--- config.mk ---
export PLATFORM = sky130hd
export DESIGN_NAME = fetch_pc_gen
export DESIGN_NICKNAME = d
export VERILOG_FILES = /design/src/rtl/cpu_pkg.sv /design/src/rtl/fetch_addr_check.sv /design/src/rtl/fetch_pc_gen.sv
export SDC_FILE = /design/constraint.sdc
export NUM_CORES = 1
export LEC_CHECK = 0
export CAP_MARGIN = 20
export CELL_PAD_IN_SITES_DETAIL_PLACEMENT = 2
export CELL_PAD_IN_SITES_GLOBAL_PLACEMENT = 2
export CORE_MARGIN = 2
export CORE_UTILIZATION = 29
export DETAILED_ROUTE_END_ITERATION = 6
export PLACE_DENSITY_LB_ADDON = 0.05
export SYNTH_ARGS = -nofsm -noshare
export SYNTH_HDL_FRONTEND = slang
export SYNTH_HIERARCHICAL = 1
export SYNTH_SLANG_ARGS = --single-unit
--- constraint.sdc ---
create_clock -name clk -period 1.9 [get_ports clk]
set_input_delay 0.475 -clock clk [delete_from_list [all_inputs] [get_ports clk]]
set_output_delay 0.475 -clock clk [all_outputs]
set_load 0.03 [all_outputs]
--- src/rtl/cpu_pkg.sv ---
// Shared CPU constants: exception codes, default fetch-side address map and
// the fetch PC generator state type.
package cpu_pkg;

  localparam logic [4:0] EXC_NONE = 5'd0;
  localparam logic [4:0] EXC_ADEL = 5'd4;

  localparam logic [31:0] DEF_RESET_PC   = 32'h0000_3000;
  localparam logic [31:0] DEF_HANDLER_PC = 32'h0000_4180;
  localparam logic [31:0] DEF_TEXT_BASE  = 32'h0000_3000;
  localparam logic [31:0] DEF_TEXT_LAST  = 32'h0000_6FFC;

  typedef enum logic {
    RUN  = 1'b0,
    PEND = 1'b1
  } fetch_state_e;

endpackage

--- src/rtl/fetch_addr_check.sv ---
// Combinational word-alignment and address-window check raising AdEL.
// Kept separate so the data-side load/store check can reuse it.
module fetch_addr_check
  import cpu_pkg::*;
#(
  parameter int               XLEN      = 32,
  parameter logic [XLEN-1:0]  TEXT_BASE = XLEN'(DEF_TEXT_BASE),
  parameter logic [XLEN-1:0]  TEXT_LAST = XLEN'(DEF_TEXT_LAST)
) (
  input  logic [XLEN-1:0] addr,
  output logic            fault,
  output logic [4:0]      excode
);

  logic misaligned;
  logic out_of_range;

  always_comb begin
    misaligned   = (addr[1:0] != 2'b00);
    out_of_range = (addr < TEXT_BASE) || (addr > TEXT_LAST);
    fault        = misaligned || out_of_range;
    excode       = fault ? EXC_ADEL : EXC_NONE;
  end

endmodule

--- src/rtl/fetch_pc_gen.sv ---
// Fetch-stage program counter with valid/ready request to instruction memory.
// Redirects that arrive while a request is waiting are parked until it fires.
module fetch_pc_gen
  import cpu_pkg::*;
#(
  parameter int               XLEN       = 32,
  parameter logic [XLEN-1:0]  RESET_PC   = XLEN'(DEF_RESET_PC),
  parameter logic [XLEN-1:0]  HANDLER_PC = XLEN'(DEF_HANDLER_PC),
  parameter logic [XLEN-1:0]  TEXT_BASE  = XLEN'(DEF_TEXT_BASE),
  parameter logic [XLEN-1:0]  TEXT_LAST  = XLEN'(DEF_TEXT_LAST)
) (
  input  logic            clk,
  input  logic            reset,
  input  logic            stall,
  input  logic [XLEN-1:0] npc,
  input  logic            req,
  input  logic            eret,
  input  logic [XLEN-1:0] epc,
  output logic [XLEN-1:0] pc,
  output logic            fetch_valid,
  input  logic            fetch_ready,
  output logic            pc_fault,
  output logic [4:0]      excode
);

  fetch_state_e    state, state_d;
  logic [XLEN-1:0] pc_d;
  logic [XLEN-1:0] redir_pc, redir_pc_d;
  logic            redir_is_req, redir_is_req_d;
  logic            fire;
  logic [XLEN-1:0] new_tgt;
  logic [XLEN-1:0] merged_tgt;
  logic            merged_is_req;

  always_ff @(posedge clk or negedge reset) begin
    if (!reset) begin
      state        <= RUN;
      pc           <= RESET_PC;
      fetch_valid  <= 1'b0;
      redir_pc     <= '0;
      redir_is_req <= 1'b0;
    end else begin
      state        <= state_d;
      pc           <= pc_d;
      fetch_valid  <= 1'b1;
      redir_pc     <= redir_pc_d;
      redir_is_req <= redir_is_req_d;
    end
  end

  always_comb begin
    state_d        = state;
    pc_d           = pc;
    redir_pc_d     = redir_pc;
    redir_is_req_d = redir_is_req;
    fire           = fetch_valid && fetch_ready;
    new_tgt        = req ? HANDLER_PC : epc;

    // A parked exception outranks any later eret; a fresh req always wins.
    merged_tgt    = redir_pc;
    merged_is_req = redir_is_req;
    if (req) begin
      merged_tgt    = HANDLER_PC;
      merged_is_req = 1'b1;
    end else if (eret && !redir_is_req) begin
      merged_tgt    = epc;
      merged_is_req = 1'b0;
    end

    case (state)
      RUN: begin
        if (fire) begin
          if (req || eret) pc_d = new_tgt;
          else if (!stall) pc_d = npc;
        end else if (req || eret) begin
          redir_pc_d     = new_tgt;
          redir_is_req_d = req;
          state_d        = PEND;
        end
      end
      PEND: begin
        redir_pc_d     = merged_tgt;
        redir_is_req_d = merged_is_req;
        if (fire) begin
          pc_d    = merged_tgt;
          state_d = RUN;
        end
      end
      default: state_d = RUN;
    endcase
  end

  fetch_addr_check #(
    .XLEN      (XLEN),
    .TEXT_BASE (TEXT_BASE),
    .TEXT_LAST (TEXT_LAST)
  ) u_addr_check (
    .addr   (pc),
    .fault  (pc_fault),
    .excode (excode)
  );

endmodule

==> impl_metrics.toml <==
[placement]
dpl.cell_count = 621
port_buffers = 104
post_dp_cell_area_sq_um = 5220
dp_hpwl_um = 9690
place.gp.congestion = 0.774
place_ws_ns = -0.246

[cells_and_area]
final_util = 0.457
synthToLayoutAreaGrowth_pct = 53.7
layoutNonFillerInstCount = 637
nets = 534
drive_gt1_frac = 0.252
fin_area_sq_um = 5510
diodes = 0

[logic_synthesis]
synth_top_area_frac = 0.454
synthesis.area_sq_um = 3580
yosysSeqAreaShare = 0.469
synth_xor_area_frac = 0.00244
synthTopCellsByArea = "dfrtp_1 (45%), mux2_2 (10%), a22o_1 (7.1%)"
synth-main-ff-cell = "dfrtp_1"
synth_warnings = 6
synthAdderAreaFrac = 0
synth_edf_count = 0
synth_top_family_by_area = "compound AO/OA/AOI/OAI gates"
synthArstFlopShare = 1.00
synthDistinctLibCells = 35
synth-seq-cells = 67
synthTopCellsByCount = "dfrtp_1 (65), mux2_2 (32), nor3_1 (30)"
synth-simple-area-share = 0.0705
synth.mux.area_fraction = 0.103
synth_compound_area_frac = 0.283
netlist_instances = 332
synth.most_common_cell = "dfrtp_1"
avgSynthCellArea_sq_um = 10.8
synth_top_area_cell = "dfrtp_1"

[pwr]
powerDensity_nw_per_um2 = 840
power.leakage_nw = 2.38
ir_worst_vdd_uv = 546
power.total_mw = 4.62

[critical_path]
path_max_fanout = 2
crit_cells = 4
critPathCapture = "pc_fault"
path_delay_family = "simple AND/OR/NAND/NOR gates"
path_buf_inv = 1
start_kind = "flop"
critical_path_arrival_ns = 1.60
crit_required_ns = 1.42
slowest_stage = "dfrtp_2"
rrSetupSlack_ns = 0.20
end_kind = "primary output"
r2r_cells = 4
critical_path_class = "reg -> out"
cp_slowest_stage_delay_ns = 0.41
r2r-end = "pc[18]"
worstPathCellList = "nor4_2 > and3_1 > nand4_1 > buf_6"
r2r_start = "state"
crit_start = "pc[29]"

[min_path]
hold_path.class = "in -> async"

[sta]
slew_viol_final = 0
layout_setup_ws_ns = -0.174
fin_crit_sh = 1.09
fin_setup_tns_ns = -0.348
finalCriticalPeriod_ns = 2.07
finClkSkew_ns = 0.00480
hold_viol = 0
holdWs_ns = 0.0548
setup_violations = 2
max_freq_mhz = 482
rsz0062_at_grt = "true"

[clock_network]
clock_path_buffers = 2
htreeDepth = 3
cts_sinks = 67
cts_tree = "done"
clkSlewWorstSetupHoldPaths_ns = 0.06
cts_buffers = 9
cts_root_buffer = "clkbuf_16"
clock_latency_ns = 0.33

[drt]
drt_first_pass_iters = 4
drt-total-wl_um = 13700
viasPerCell = 5.37
drc = 0
ant_nets = 0
num_vias = 3422
wire_per_inst_um = 21.4
drtIter0Drc = 182

[global_route]
grt.met2_usage = 0.389
grt_antenna_before_repair = 0
busiest_layer = "met2"
globalRouteOverflowTotal = 0
grt_max_degree = 32
met1_usage = 0.262
met3_usage = 0.0406
grt_pass1_vias = 3890
grt_use_total = 0.214
grt_pass1_wl_um = 21600

[die]
die_width_um = 115
io_pins = 109
std_cell_rows = 40
core_sq_um = 12100
dieArea_sq_um = 13300
chipHeight_um = 115
initial_core_util = 0.297

[flow_run]
drv_cap = 0

[run_status]
violations = "setup timing"
status = "complete, but fails checks"
==> worst min-delay path by stage <==
stage                     start          end  slack [ns]  cells past startpoint
after floorplan           reset  fetch_valid        0.18                      0
after global placement    reset  redir_pc[8]        0.41                      1
after detailed placement  reset        pc[8]        0.42                      1
after CTS                 reset  redir_pc[7]        0.06                      1
after global routing      reset  redir_pc[7]        0.07                      1
final                     reset        pc[8]        0.05                      1
==> sequential cells by signal, indices dropped and copies added, names as in the netlist <==
| signal | flops |
|---|---|
| redir_pc | 32 |
| pc | 32 |
| redir_is_req | 1 |
| fetch_valid | 1 |
| state | 1 |
==> what timing repair did <==
item | CTS | global route
resized for setup | 35 | 4
setup buffers | 0 | 0
endpoints found under the setup margin | 24 | 2
hold buffers | 0 | 0
gates cloned | 0 | 0
pin swaps | 1 | 1
==> layer usage <==
metal	wire length [um]	vias to the layer above
li1	-	1563
met4	120	0
met1	5880	1763
met2	7110	88
met3	550	8
met5	0	-
==> worst reg2reg max path, stage by stage (launching register included) <==
cell     delay (ns)
dfrtp_2        0.59
nor4b_4        0.10
or2_1          0.28
buf_12         0.16
o31ai_1        0.41
==> where the power goes <==
part | total, mW | switching, mW | internal, mW
Combinational | 1.28 | 0.671 | 0.605
Sequential | 1.66 | 0.0972 | 1.57
Clock | 1.68 | 0.639 | 1.05
==> placed cells by master, fill, tap and decap left out, types with 2 or more instances in the layout <==
cell type,n
nand2_1,3
a221oi_1,3
buf_6,2
buf_12,13
clkdlybuf4s50_1,78
a22oi_1,3
inv_1,9
o221ai_1,29
nor3_1,30
o21ai_0,29
dfstp_2,2
nor4_2,2
a2bb2oi_1,3
nor4_1,2
dfrtp_2,5
clkinv_2,3
mux2_2,32
conb_1,5
a22o_1,29
clkbuf_16,9
o31ai_1,29
dlygate4sd2_1,22
dfrtp_1,60
buf_4,44
a311oi_1,3
==> logic make-up after synthesis <==
| family | Yosys count |
|---|---|
| multiplexers | 33 |
| flip-flops | 67 |
| other | 2 |
| buffers and inverters | 51 |
| AO/OA/AOI/OAI | 133 |
| AND/OR/NAND/NOR | 45 |
| XOR/XNOR | 1 |
==> final cells by class <==
cell class,instances,area [sq um]
inverters,9,33.8
well taps,168,210
fillers,1262,6560
flip-flops and latches,67,1690
clock inverters,5,52.6
repair buffers,160,1590
clock buffers,11,243
multi-input cells,217,1690
No activity file was read; power rests on OpenSTA's default activity.
